### config.mk
export PLATFORM = sky130hd
export DESIGN_NAME = pkd_lane_tx
export DESIGN_NICKNAME = d
export VERILOG_FILES = /design/src/rtl/pkd_lane_tx.sv
export SDC_FILE = /design/constraint.sdc
export NUM_CORES = 1
export LEC_CHECK = 0
export ABC_AREA = 1
export BUFFER_PORTS_ARGS = -buffer_cell sky130_fd_sc_hd__buf_2
export CAP_MARGIN = 5
export CORE_AREA = 3 3 54 56
export CTS_CLUSTER_SIZE = 14
export DETAILED_ROUTE_END_ITERATION = 12
export DIE_AREA = 0 0 57 59
export PLACE_DENSITY = 0.88
export SETUP_SLACK_MARGIN = 0.4
export SLEW_MARGIN = 25
export SYNTH_ARGS = -nofsm -noshare
export SYNTH_HDL_FRONTEND = slang
export SYNTH_SLANG_ARGS = --single-unit
### constraint.sdc
create_clock -name clk -period 2.8 [get_ports clk]
set_input_delay 0.28 -clock clk [delete_from_list [all_inputs] [get_ports clk]]
set_output_delay 0.28 -clock clk [all_outputs]
set_load 0.005 [all_outputs]
### src/rtl/pkd_lane_tx.sv
// pkd_lane_tx: serialises packed words MSB-first into LANE_W-bit lane beats.
// Optional beat parity when PKD_TX_PARITY_EN is defined.
//
// Ports:
//   clk, rst_n          clock, async active-low reset
//   in_valid/in_ready   word handshake, in_word sampled on handshake
//   tx_valid/tx_ready   beat handshake toward the lane receiver
//   tx_data, tx_last    current beat, high on final beat of a word
//   tx_par              even parity of tx_data (0 when parity disabled)
//   word_cnt            words fully sent, wraps
module pkd_lane_tx #(
    parameter int WORD_W = 16,
    parameter int LANE_W = 4,
    parameter int CNT_W  = 8
) (
    input  logic              clk,
    input  logic              rst_n,
    input  logic              in_valid,
    output logic              in_ready,
    input  logic [WORD_W-1:0] in_word,
    output logic              tx_valid,
    input  logic              tx_ready,
    output logic [LANE_W-1:0] tx_data,
    output logic              tx_last,
    output logic              tx_par,
    output logic [CNT_W-1:0]  word_cnt
);

    localparam int BEATS = WORD_W / LANE_W;
    localparam int IDX_W = (BEATS > 1) ? $clog2(BEATS) : 1;
    localparam logic [IDX_W-1:0] LAST_IDX = IDX_W'(BEATS - 1);

    generate
        if ((WORD_W % LANE_W) != 0 || WORD_W < LANE_W) begin : g_bad_cfg
            $error("pkd_lane_tx: WORD_W must be a multiple of LANE_W");
        end
    endgenerate

    typedef enum logic {
        IDLE = 1'b0,
        SEND = 1'b1
    } state_t;

    state_t            state_q, state_d;
    logic [WORD_W-1:0] shift_q, shift_d;
    logic [IDX_W-1:0]  idx_q, idx_d;
    logic [CNT_W-1:0]  cnt_q, cnt_d;
    logic              last_beat;

    // The beat on the lane is always the top slice of the shift register;
    // the register is cleared whenever no word is held, so tx_data reads 0.
    assign last_beat = (state_q == SEND) && (idx_q == LAST_IDX);
    assign tx_valid  = (state_q == SEND);
    assign tx_data   = shift_q[WORD_W-1 -: LANE_W];
    assign tx_last   = last_beat;
    assign in_ready  = (state_q == IDLE) || (last_beat && tx_ready);
    assign word_cnt  = cnt_q;

`ifdef PKD_TX_PARITY_EN
    assign tx_par = ^tx_data;
`else
    assign tx_par = 1'b0;
`endif

    always_comb begin
        state_d = state_q;
        shift_d = shift_q;
        idx_d   = idx_q;
        cnt_d   = cnt_q;
        unique case (state_q)
            IDLE: begin
                if (in_valid) begin
                    shift_d = in_word;
                    idx_d   = '0;
                    state_d = SEND;
                end
            end
            SEND: begin
                if (tx_ready) begin
                    if (last_beat) begin
                        cnt_d = cnt_q + CNT_W'(1);
                        // Reload on the same edge to avoid an idle beat.
                        if (in_valid) begin
                            shift_d = in_word;
                            idx_d   = '0;
                        end else begin
                            shift_d = '0;
                            idx_d   = '0;
                            state_d = IDLE;
                        end
                    end else begin
                        shift_d = shift_q << LANE_W;
                        idx_d   = idx_q + IDX_W'(1);
                    end
                end
            end
            default: begin
                state_d = IDLE;
                shift_d = '0;
                idx_d   = '0;
            end
        endcase
    end

    always_ff @(posedge clk or negedge rst_n) begin
        if (!rst_n) begin
            state_q <= IDLE;
            shift_q <= '0;
            idx_q   <= '0;
            cnt_q   <= '0;
        end else begin
            state_q <= state_d;
            shift_q <= shift_d;
            idx_q   <= idx_d;
            cnt_q   <= cnt_d;
        end
    end

endmodule

# Word-level counts from Yosys, hierarchy flattened
# Index checks and enable logic that the tools add are counted.
# W data, S select, Z words.
totals:
  ff_bits: 27
  latch_bits: 0
  ramBits: 0
  romBits: 0
  out_inout_bits: 16
  word_cells: 28
  mem_count: 0
op_classes:
  add_sub_neg: 2
  n_mul: 0
  n_div: 0
  n_lt_le_gt_ge: 0
  n_eq_ne: 3
  shifts: 0
  n_mux: 13
  bitwise_logic: 1
  n_reduce_logical: 5
op_table:
  columns: ["cell", "count"]
  rows:
  - ["$mux W16", 4]
  - ["$pmux W16 S2", 1]
  - ["$add A8 B1 Y8 const B", 1]
  - ["$mux W2", 3]
  - ["$ne A2 B2 Y1 const B", 2]
  - ["$pmux W2 S2", 1]
  - ["$mux W1", 3]
  - ["$reduce_and A3 Y1", 1]
  - ["$add A2 B1 Y2 const B", 1]
  - ["$eq A2 B2 Y1 const B", 1]
  - ["$logic_and A1 B1 Y1", 2]
  - ["$pmux W1 S2", 1]
  - ["$reduce_and A2 Y1", 1]
  - ["$logic_or A1 B1 Y1", 1]
  - ["$not A1 Y1", 1]

# Logic depth before layout (Yosys ltp)
# Gate-level depths: netlist (run 1).
logic_depth:
  ltp_word: 5
  mapped_depth: 7
  mapped_depth_nobuf: 7

# Worst setup path after synthesis (run 1)
# OpenSTA, ideal clock, no wires.
synth_timing:
  kind: "register to register"
  from: "register idx_q[0]"
  to: "register shift_q[13]"
  setup_time_ns: 0.124
  arrival_time_ns: 1.124
  required_time_ns: 2.676
  slack_ns: 1.551
  stages_incl_launch_ff: 7
  n_path_buf: 1
  cell_sequence: "dfrtp_1 ha_1 nand2_1 nand2_1 buf_4 nand3_1 nand3_1"
synth_between:
  elab_chain_cells: 5
synth_lines:
  columns: ["element", "line", "source"]
  rows:
  - ["from (decl)", "46", "logic [IDX_W-1:0] idx_q, idx_d;"]
  - ["from (signal assigned)", "114", "idx_q <= idx_d;"]
  - ["$eq A2 B2 Y1", "52", "assign last_beat = (state_q == SEND) && (idx_q == LAST_IDX);"]
  - ["$logic_and A1 B1 Y1", "52", null]
  - ["$mux W16", "80", "if (last_beat) begin"]
  - ["$mux W16", "79", "if (tx_ready) begin"]
  - ["$pmux W16 S2", "70", "unique case (state_q)"]
  - ["to (signal assigned)", "113", "shift_q <= shift_d;"]
  - ["to (decl)", "45", "logic [WORD_W-1:0] shift_q, shift_d;"]
# No other way between the ends. The select of a mux whose other input is x is not followed.
# A chain may end at the register's enable or synchronous reset.

# Worst setup path after layout (run 1)
layout_timing:
  from: "register state_q, in the netlist tx_valid"
  to: "register idx_q[0]"
layout_between:
  elab_chain_cells: 4
layout_lines:
  columns: ["element", "line", "source"]
  rows:
  - ["from (decl)", "44", "state_t state_q, state_d;"]
  - ["from (signal assigned)", "112", "state_q <= state_d;"]
  - ["$logic_and A1 B1 Y1", "52", null]
  - ["$mux W2", "80", null]
  - ["$mux W2", "79", null]
  - ["$pmux W2 S2", "70", null]
# Several ways; a longest one is shown, not always the timed one. The select of a mux whose other input is x is not followed.

==> key figures, run 1 <==
Run status
  – Run status: complete, no violations

Placement
  – RD Place Congestion: 0.778
  – Cells after DPL: 208
  – DP HPWL: 1920 um
  – I/O Buffers: 34
  – DP Worst Slack: 0.949 ns

Die
  – Area of the core: 2480 sq um
  – Top Ports: 36
  – Die area: 3360 sq um
  – Die Wd: 57 um
  – Core Rows: 18
  – Die H: 59 um
  – Initial Util: 53.7%

Route
  – Final routed DRC violation total: 0
  – Initial DRC count: 29
  – DR WL/cell: 11.8 um
  – DR pass1 iterations: 4
  – Via density: 5.17
  – DRT antenna net count: 0
  – Vias: 1102
  – Final WL: 2510 um

Clock network
  – Clock sinks: 27
  – CTS clk-pin slew, worst paths: 0.14 ns
  – Deepest clock path buffer count: 2
  – CTS tree: built
  – H-tree depth: 1
  – Post-CTS Resized: 0
  – Root Driver: clkbuf_4
  – CTS buffer count: 3
  – Worst-skew pair later-pin latency: 0.31 ns

Synth
  – Compound-Gate Fraction of Synth Area: 6.30%
  – Area contributors post-synth: dfrtp_1 51%, nand2_1 13%, nand3_1 7.9%, a31oi_1 4.7%, buf_4 3.9%
  – FF+latch count, synth: 27
  – Net count after synthesis: 177
  – Post-Synth XOR/XNOR Area: 2.63%
  – EDFF count, synth: 0
  – Synth Area in Simple Gates: 28.4%
  – Main synth FF type: dfrtp_1
  – Post-synth top area share: 50.8%
  – Post-Synth Adder-Cell Area: 1.88%
  – Mux cell area share after synthesis: 0%
  – Most frequent cells after synthesis: 46 x nand2_1, 27 x dfrtp_1, 21 x nand3_1, 12 x inv_1, 12 x nor2_1
  – Async S/R FF share, synth: 100%
  – Synth area leader: dfrtp_1
  – Synthesized area: 1330 sq um
  – Synth warn: 0
  – Most numerous cell in the Yosys netlist: nand2_1
  – Syn avg cell area: 8.59 sq um
  – Post-synthesis sequential area ratio: 50.8%
  – Main combinational cell family by area after synthesis: simple AND/OR/NAND/NOR gates
  – Syn Inst Count: 155
  – Yosys cell types: 21

Layout
  – Core Util, Final: 60.2%
  – Layout cells sized above 1: 22.4%
  – Final std cells w/o fill: 213
  – Layout Nets: 206
  – Area delta synth->final: 11.9%
  – Number of diodes: 0

GRT
  – First-pass GRT wire length: 4400 um
  – Largest net degree at the start of global routing: 28
  – Total global routing overflow: 0
  – Total track usage: 16.2%
  – Routing usage on met3: 3.27%
  – Vias in the first global route: 1064
  – Antenna violations before repair: 0
  – GRT busiest layer: met2
  – Global-route met2 utilization: 27.4%
  – Met1 usage: 21.1%

Timing
  – Min Tclk post-route: 1.86 ns
  – Final TNS setup: 0 ns
  – Final Hold Fails: 0
  – Final hold slack: 0.176 ns
  – Slew Viols, Final: 0
  – Final setup viols: 0
  – Max Clock Freq: 538 MHz
  – RSZ-0062 raised after global routing: false
  – Period utilisation layout: 66.4%
  – Clock Skew: 0.00802 ns
  – Worst slew margin: 57.7%
  – Slew @ Worst Pin: 0.635 ns
  – Worst setup slack after layout: 0.941 ns

Flow run
  – Maxcap violations: 0

Critical path
  – Critical path's top delay family: compound AO/OA/AOI/OAI gates
  – Crit Path Class: reg -> reg
  – CP cell instances: o21ai_4 > inv_1 > nand2_1 > o21ai_0
  – Critical path capture point type: register
  – CP max-delay cell: dfrtp_1
  – Crit-path max FO: 27
  – Crit path arrival time: 2.06 ns
  – Crit start category: register
  – CP bufs+invs: 1
  – Max stage delay on crit path: 0.64 ns
  – Req. time, crit path: 3.01 ns

Power and ir drop
  – P_leak: 0.794 nW
  – Peak supply drop: 0.518 mV
  – Power density cells: 784 nW/um^2

Worst hold path
  – Tightest Hold Check Type: in -> reg
## report_power, final
group / switching, W / internal, W / total, W
clock network: 0.000105 / 0.0000556 / 0.000161
registers: 0.0000946 / 0.000519 / 0.000613
logic: 0.000219 / 0.000175 / 0.000394
total: 0.000419 / 0.000749 / 0.00117
## what timing repair did
item / 4_1_cts / 5_1_grt
hold buffers: 1 / 0
buffers inserted: 0 / 0
endpoints found under the hold margin: 27 / 0
## flip-flops by register name, summed over array words and instances, names as in the netlist
signal / count
tx_valid: 1
word_cnt: 8
idx_q: 2
shift_q: 16
## logic make-up after synthesis
family / after synthesis
adders and majority gates: 2
DFF: 27
and+or+nand+nor: 86
xor gates and xnor gates: 4
AOI/OAI and AO/OA: 12
other: 1
buffers and inverters: 23
## worst paths after layout
check,to,cells past startpoint,from,slack [ns]
min reg2reg,word_cnt[7]$_DFFE_PN0P_,2,word_cnt[7]$_DFFE_PN0P_,0.51
min in group asynchronous,shift_q[13]$_DFFE_PN0P_,2,rst_n,0.48
max reg2reg,idx_q[0]$_DFFE_PN0P_,4,tx_valid$_DFF_PN0_,0.94
max,idx_q[0]$_DFFE_PN0P_,4,tx_valid$_DFF_PN0_,0.94
min,shift_q[2]$_DFFE_PN0P_,3,in_word[2],0.18
max in group asynchronous,shift_q[5]$_DFFE_PN0P_,2,rst_n,1.94
## worst reg2reg max path, stage by stage, from the launching register on
cell	delay, ns
dfrtp_1	0.64
o21ai_4	0.63
inv_1	0.30
nand2_1	0.11
o21ai_0	0.08
## layout by cell type (no fill, tap or decap), drive strengths merged
cell type    instances
dfrtp               27
nand4                2
o21ai                2
inv                 12
nand2               47
nor2                13
dlygate4sd3          1
a31oi               10
xnor2                2
conb                 1
buf                 34
clkbuf               4
ha                   2
nor3                 1
xor2                 2
nand3               22
nand3b               1
## layer usage
metal | share of wire [%] | wire length [um] | vias to the layer above
met3 | 6.3 | 157 | 2
met5 | 0 | 0 | -
met2 | 48 | 1200 | 38
met1 | 45 | 1130 | 511
li1 | - | - | 551
met4 | 0.60 | 15 | 0
## per-stage QoR
stage	power, W	area, sq um
floorplan	0.000934	1330
global placement	0.000998	1450
detailed placement	0.00102	1450
CTS	0.00118	1490
global route	0.00127	1490
finish	0.00117	1490
## final cells by class
cell class	instances	area, sq um
clock buffer	4	26.3
fill	220	987
inverter	12	45.0
multi-input combinational	105	526
sequential	27	676
tap	30	37.5
timing repair buffer	35	180
Power figures use the tool's default switching activity.
==> run 2: changes to the inputs <==
Settings changed: CORE_AREA 3 3 54 56 to 3 3 56 58, DIE_AREA 0 0 57 59 to 0 0 59 61, PLACE_DENSITY 0.88 to 0.83.
Clock period 2.8 ns to 1.75 ns, I/O delays scaled along.
==> key figures, run 2 (synthesis gave the netlist of run 1 again) <==
Timing
  – Slew @ Worst Pin: 0.589 ns (-0.0457 ns)
  – Slew Viols, Final: 0 (unchanged)
  – Worst slew margin: 60.7% (+3.0 points)
  – Min Tclk post-route: 1.41 ns
  – RSZ-0062 raised after global routing: true
  – Final setup viols: 0 (unchanged)
  – Period utilisation layout: 80.6%
  – Clock Skew: 0.0107 ns (+0.00268 ns)
  – Final hold slack: 0.0438 ns (-0.133 ns)
  – Max Clock Freq: 709 MHz
  – Final TNS setup: 0 ns (unchanged)
  – Final Hold Fails: 0 (unchanged)

Route
  – Vias: 1185 (+7.5%)
  – Final routed DRC violation total: 0 (unchanged)
  – DR WL/cell: 13.5 um (+14%)
  – Initial DRC count: 37 (+28%)
  – Final WL: 3060 um (+22%)
  – DRT antenna net count: 0 (unchanged)
  – DR pass1 iterations: 4 (unchanged)
  – Via density: 5.22 (+0.90%)

Clock network
  – Root Driver: clkbuf_4
  – H-tree depth: 1 (unchanged)
  – Worst-skew pair later-pin latency: 0.34 ns (+0.03 ns)
  – Clock sinks: 27 (unchanged)
  – CTS clk-pin slew, worst paths: 0.16 ns (+0.02 ns)
  – CTS buffer count: 3 (unchanged)
  – CTS tree: built
  – Deepest clock path buffer count: 2 (unchanged)

Critical path
  – Setup slack, reg-to-reg: 0.42 ns (-0.52 ns)
  – Max stage delay on crit path: 0.45 ns (-0.19 ns)
  – Crit-path max FO: 4 (-85%)
  – CP cell instances: ha_4 > nand3_4 > nand2_2 > buf_2
  – Critical path capture point type: output pin
  – Crit Path Class: reg -> out
  – CP max-delay cell: dfrtp_1
  – Crit start category: register
  – Reg2reg start: idx_q[0]$_DFFE_PN0P_
  – Req. time, crit path: 1.57 ns (-1.44 ns)
  – CP bufs+invs: 1 (unchanged)
  – Crit path from: idx_q[0]$_DFFE_PN0P_
  – CP Depth: 4 (unchanged)
  – Worst Reg-to-Reg Cells: 6 (+2)
  – Critical path's top delay family: flip-flops
  – Crit path arrival time: 1.23 ns (-0.83 ns)
  – Reg2reg end: word_cnt[4]$_DFFE_PN0P_

Power and ir drop
  – Peak supply drop: 0.673 mV (+30%)
  – P_leak: 0.852 nW (+7.4%)
  – Power density cells: 1280 nW/um^2 (+64%)

Die
  – Die area: 3600 sq um (+7.0%)
  – Die Wd: 59 um (+3.5%)
  – Die H: 61 um (+3.4%)
  – Initial Util: 49.1% (-4.6 points)
  – Core Rows: 19 (+1)
  – Top Ports: 36 (unchanged)
  – Area of the core: 2710 sq um (+9.4%)

Worst hold path
  – WHS Path Cells: 3 (unchanged)
  – Tightest Hold Check Type: in -> reg
  – Hold path endpoint: shift_q[2]$_DFFE_PN0P_
  – Min-delay src: in_word[2]

Run status
  – Run status: complete, no violations

Placement
  – RD Place Congestion: 0.878 (+13%)
  – DP HPWL: 2000 um (+4.0%)
  – Cells after DPL: 212 (+1.9%)
  – I/O Buffers: 34 (unchanged)

Layout
  – Commonest non-fill, non-tap cell in the layout: nand2_1
  – Most frequent cells in the layout: 44 x nand2_1, 34 x buf_2, 26 x dfrtp_1
  – Largest reg by FF count: shift_q
  – Max FFs per register: 16 (unchanged)
  – Layout Nets: 219 (+6.3%)
  – Final std cells w/o fill: 227 (+6.6%)
  – Layout cells sized above 1: 31.6% (+9.2 points)
  – Core Util, Final: 60.3% (+0.19 points)
  – Area delta synth->final: 22.8%
  – Number of diodes: 0 (unchanged)

GRT
  – Antenna violations before repair: 0 (unchanged)
  – Total track usage: 17.3% (+1.1 points)
  – Vias in the first global route: 1096 (+3.0%)
  – Largest net degree at the start of global routing: 28 (unchanged)
  – First-pass GRT wire length: 4750 um (+7.8%)
  – Total global routing overflow: 0 (unchanged)

Flow run
  – Maxcap violations: 0 (unchanged)
==> run 2: cell types whose count changed in the layout (fill, tap and decap cells not counted), moves of 2 or more <==
cell / change
buf_4: +11
buf_6: +2
clkinvlp_4: +2
inv_1: -2
nand2_1: -2
==> run 2: final cells by class <==
class / instances / area [sq um]
Clock inverter: 1 / 7.51
Clock buffer: 3 / 22.5
Sequential cell: 27 / 677
Tap cell: 31 / 38.8
Fill cell: 259 / 1070
Timing Repair Buffer: 48 / 285
Inverter: 12 / 48.8
Multi-Input combinational cell: 105 / 556
==> run 2: power breakdown <==
| part | switching, W | total, W | internal, W |
|---|---|---|---|
| Sequential | 0.000156 | 0.000986 | 0.000831 |
| Clock | 0.000204 | 0.000292 | 0.0000878 |
| Combinational | 0.000429 | 0.000818 | 0.000389 |
==> run 2: worst max path at each step <==
stage	to
global placement	shift_q[13]$_DFFE_PN0P_
global route	in_ready
detailed placement	shift_q[14]$_DFFE_PN0P_
floorplan	shift_q[13]$_DFFE_PN0P_
CTS	idx_q[0]$_DFFE_PN0P_
finish	in_ready
==> run 2: metal layers <==
layer  up-vias  share of wire (%)  GRT usage, %
met3         2                4.9          3.19
met4         0               0.69          4.85
li1        579                  -             -
met5         -                  0             0
met2        33                 51          30.9
met1       571                 43          21.4
==> run 2: timing repair <==
action                     CTS  global route
cloned                       0             0
hold endpoints to repair    27             0
hold buffers                 1             0
setup buffers                4             6
setup endpoints to repair   22            21
pin swaps                    2             3
resized for setup            6             6
==> run 2: per-stage QoR <==
step	setup slack, ns	cell area (sq um)	total power, W
after floorplan	0.501	1330	0.00149
after global placement	0.294	1480	0.00163
after detailed placement	0.250	1480	0.00166
after CTS	0.350	1570	0.00202
after global routing	0.282	1640	0.00226
final	0.340	1640	0.00210
==> run 2: worst min-delay path: cells and delay by family <==
kind	cells	cell delay [ns]
buf+inv	1	0.07
simple gates	2	0.12
==> run 3: changes to the inputs <==
Settings changed: ABC_AREA 1 to 0, PLACE_DENSITY 0.83 to 0.84.
Clock period 1.75 ns to 1.3 ns, I/O delays scaled along.
==> key figures, run 3 <==
Clock network
  – CTS tree: built
  – H-tree depth: 1 (unchanged)
  – Deepest clock path buffer count: 2 (unchanged)
  – CTS buffer count: 3 (unchanged)
  – Worst-skew pair later-pin latency: 0.33 ns (about the same)
  – CTS clk-pin slew, worst paths: 0.15 ns (about the same)
  – Root Driver: clkbuf_4
  – Clock sinks: 27 (unchanged)

Die
  – Die H: 61 um (unchanged)
  – Initial Util: 49.9% (+0.74 points)
  – Die Wd: 59 um (unchanged)
  – Area of the core: 2710 sq um (unchanged)
  – Die area: 3600 sq um (unchanged)
  – Top Ports: 36 (unchanged)
  – Core Rows: 19 (unchanged)

Worst hold path
  – Tightest Hold Check Type: in -> reg
  – Min-delay src: in_word[1]
  – WHS Path Cells: 2 (-1)
  – Hold path endpoint: shift_q[1]$_DFFE_PN0P_

Timing
  – Max Clock Freq: 674 MHz
  – Final hold slack: 0.0267 ns (-0.0171 ns)
  – Worst slew margin: 60.5% (-0.22 points)
  – Worst setup slack after layout: -0.184 ns (-0.524 ns)
  – Slew Viols, Final: 0 (unchanged)
  – Min Tclk post-route: 1.48 ns
  – Final setup viols: 26 (+26)
  – Period utilisation layout: 114%
  – RSZ-0062 raised after global routing: true
  – Final Hold Fails: 0 (unchanged)
  – Clock Skew: 0.0160 ns (+0.00529 ns)
  – Slew @ Worst Pin: 0.592 ns (+0.00330 ns)

Critical path
  – Setup slack, reg-to-reg: -0.16 ns (-0.58 ns)
  – Crit-path max FO: 5 (+1)
  – CP bufs+invs: 2 (+1)
  – Crit Path Class: reg -> out
  – Critical path's top delay family: flip-flops
  – Reg2reg end: shift_q[4]$_DFFE_PN0P_
  – Max stage delay on crit path: 0.44 ns (about the same)
  – Worst Reg-to-Reg Cells: 5 (-1)
  – Crit path arrival time: 1.35 ns (+0.12 ns)
  – Reg2reg start: idx_q[1]$_DFFE_PN0P_
  – Critical path capture point type: output pin
  – CP cell instances: ha_4 > buf_12 > nand2_4 > nand2_2 > buf_2
  – Req. time, crit path: 1.17 ns (-0.40 ns)
  – Crit start category: register
  – CP max-delay cell: dfrtp_1

Placement
  – DP HPWL: 2110 um (+5.7%)
  – I/O Buffers: 34 (unchanged)
  – RD Place Congestion: 0.740 (-16%)

Synth
  – Yosys cell types: 27 (+29%)
  – Most frequent cells after synthesis: 27 x dfrtp_1, 23 x nor2_1, 10 x a221oi_2, 6 x nand2_1
  – Post-synth top area share: 50.0% (-0.75 points)
  – Syn avg cell area: 12.1 sq um (+40%)
  – Most numerous cell in the Yosys netlist: dfrtp_1
  – Area contributors post-synth: dfrtp_1 50%, a221oi_2 11%, nor2_1 6.4%, buf_6 3.3%, a22o_1 3.2%
  – Main synth FF type: dfrtp_1
  – FF+latch count, synth: 27 (unchanged)
  – Synth warn: 0 (unchanged)
  – Syn Inst Count: 112 (-28%)
  – Net count after synthesis: 134 (-24%)
  – Async S/R FF share, synth: 100% (unchanged)
  – Synth area leader: dfrtp_1
  – Synthesized area: 1350 sq um (+1.5%)
  – Post-synthesis sequential area ratio: 50.0% (-0.75 points)
  – EDFF count, synth: 0 (unchanged)

GRT
  – Total track usage: 19.0% (+1.7 points)
  – Largest net degree at the start of global routing: 28 (unchanged)
  – Antenna violations before repair: 0 (unchanged)
  – Vias in the first global route: 1159 (+5.7%)
  – First-pass GRT wire length: 5030 um (+6.0%)
  – Total global routing overflow: 0 (unchanged)

Layout
  – Largest reg by FF count: shift_q
  – Area delta synth->final: 42.0%
  – Area occupied by registers: 678 sq um (+0.18%)
  – Core Util, Final: 70.8% (+10 points)
  – Fillers: 195 (-25%)
  – Layout Nets: 196 (-11%)
  – Area occupied by multi-input gates: 677 sq um (+22%)
  – Layout cells sized above 1: 56.1% (+24 points)
  – Commonest non-fill, non-tap cell in the layout: buf_2
  – Most frequent cells in the layout: 32 x buf_2, 25 x dfrtp_1, 22 x nor2_1, 22 x buf_4, 8 x buf_6
  – Max FFs per register: 16 (unchanged)
  – Number of diodes: 0 (unchanged)

Route
  – DRT antenna net count: 0 (unchanged)
  – Final WL: 3220 um (+5.3%)
  – Vias: 1089 (-8.1%)
  – Final routed DRC violation total: 0 (unchanged)
  – Initial DRC count: 70 (+89%)
  – DR pass1 iterations: 4 (unchanged)
  – DR WL/cell: 15.8 um (+17%)
  – Via density: 5.34 (+2.3%)

Flow run
  – Maxcap violations: 0 (unchanged)

Run status
  – Failing checks: setup timing
  – Run status: complete, but fails checks

Power and ir drop
  – P_leak: 0.950 nW (+11%)
  – Peak supply drop: 1.51 mV (+120%)
  – Power density cells: 1750 nW/um^2 (+36%)
[run 3: metrics by stage]
stage | setup TNS (ns) | total power, W | setup WS [ns] | cells | cell area, sq um
3_3_place_gp | -0.707 | 0.00246 | -0.0651 | 179 | 1640
6_report | -2.81 | 0.00335 | -0.184 | 204 | 1920
4_1_cts | -2.04 | 0.00320 | -0.146 | 198 | 1830
3_5_place_dp | -1.55 | 0.00255 | -0.138 | 179 | 1640
2_1_floorplan | -0.410 | 0.00215 | -0.0348 | 112 | 1390
5_1_grt | -4.15 | 0.00357 | -0.234 | 204 | 1920
[run 3: worst max-delay path by stage]
stage	startpoint	end	slack, ns	cells past startpoint
floorplan	tx_valid$_DFF_PN0_	shift_q[13]$_DFFE_PN0P_	-0.03	4
global placement	idx_q[1]$_DFFE_PN0P_	shift_q[15]$_DFFE_PN0P_	-0.07	5
detailed placement	idx_q[1]$_DFFE_PN0P_	shift_q[5]$_DFFE_PN0P_	-0.14	5
CTS	idx_q[0]$_DFFE_PN0P_	tx_last	-0.15	4
global route	idx_q[1]$_DFFE_PN0P_	in_ready	-0.23	5
finish	idx_q[1]$_DFFE_PN0P_	in_ready	-0.18	5
[run 3: power breakdown]
group          internal, W  switching [W]  leakage, nW  total [W]
combinational     0.000957       0.000686        0.605    0.00164
clock             0.000120       0.000245       0.0150   0.000366
sequential         0.00111       0.000235        0.331    0.00134
[run 3: per-layer routing]
metal / wire [um] / track usage, %
met1: 1250 / 20.6
met2: 1760 / 36.6
met3: 174 / 4.04
met4: 35 / 5.83
met5: 0 / 0
[run 3: repair_timing]
action / in CTS / in global routing
hold endpoints to repair: 27 / 1
endpoints found under the setup margin: 42 / 42
hold buffers: 1 / 1
buffers inserted: 14 / 5
resized for setup: 14 / 6
pin swaps: 10 / 2
[run 3: cells by family (layout without fill, tap and decap cells)]
group           Yosys count  count (layout)  share of synthesized area (%)
mux                       4               4                           4.44
flops                    27              27                           50.0
compound gates           18              18                           17.0
simple gates             42              42                           15.1
fa+ha+maj                 2               2                           1.85
buf+inv                  11              72                           6.76
xor+xnor                  7               7                           4.54
other cells               1               1                          0.278
[run 3: area by class of cell]
type | count | area share, %
tap | 31 | 2.02
multi-input combinational | 74 | 35.3
inverter | 1 | 0.196
timing repair buffer | 67 | 25.8
clock buffer | 4 | 1.37
sequential | 27 | 35.3
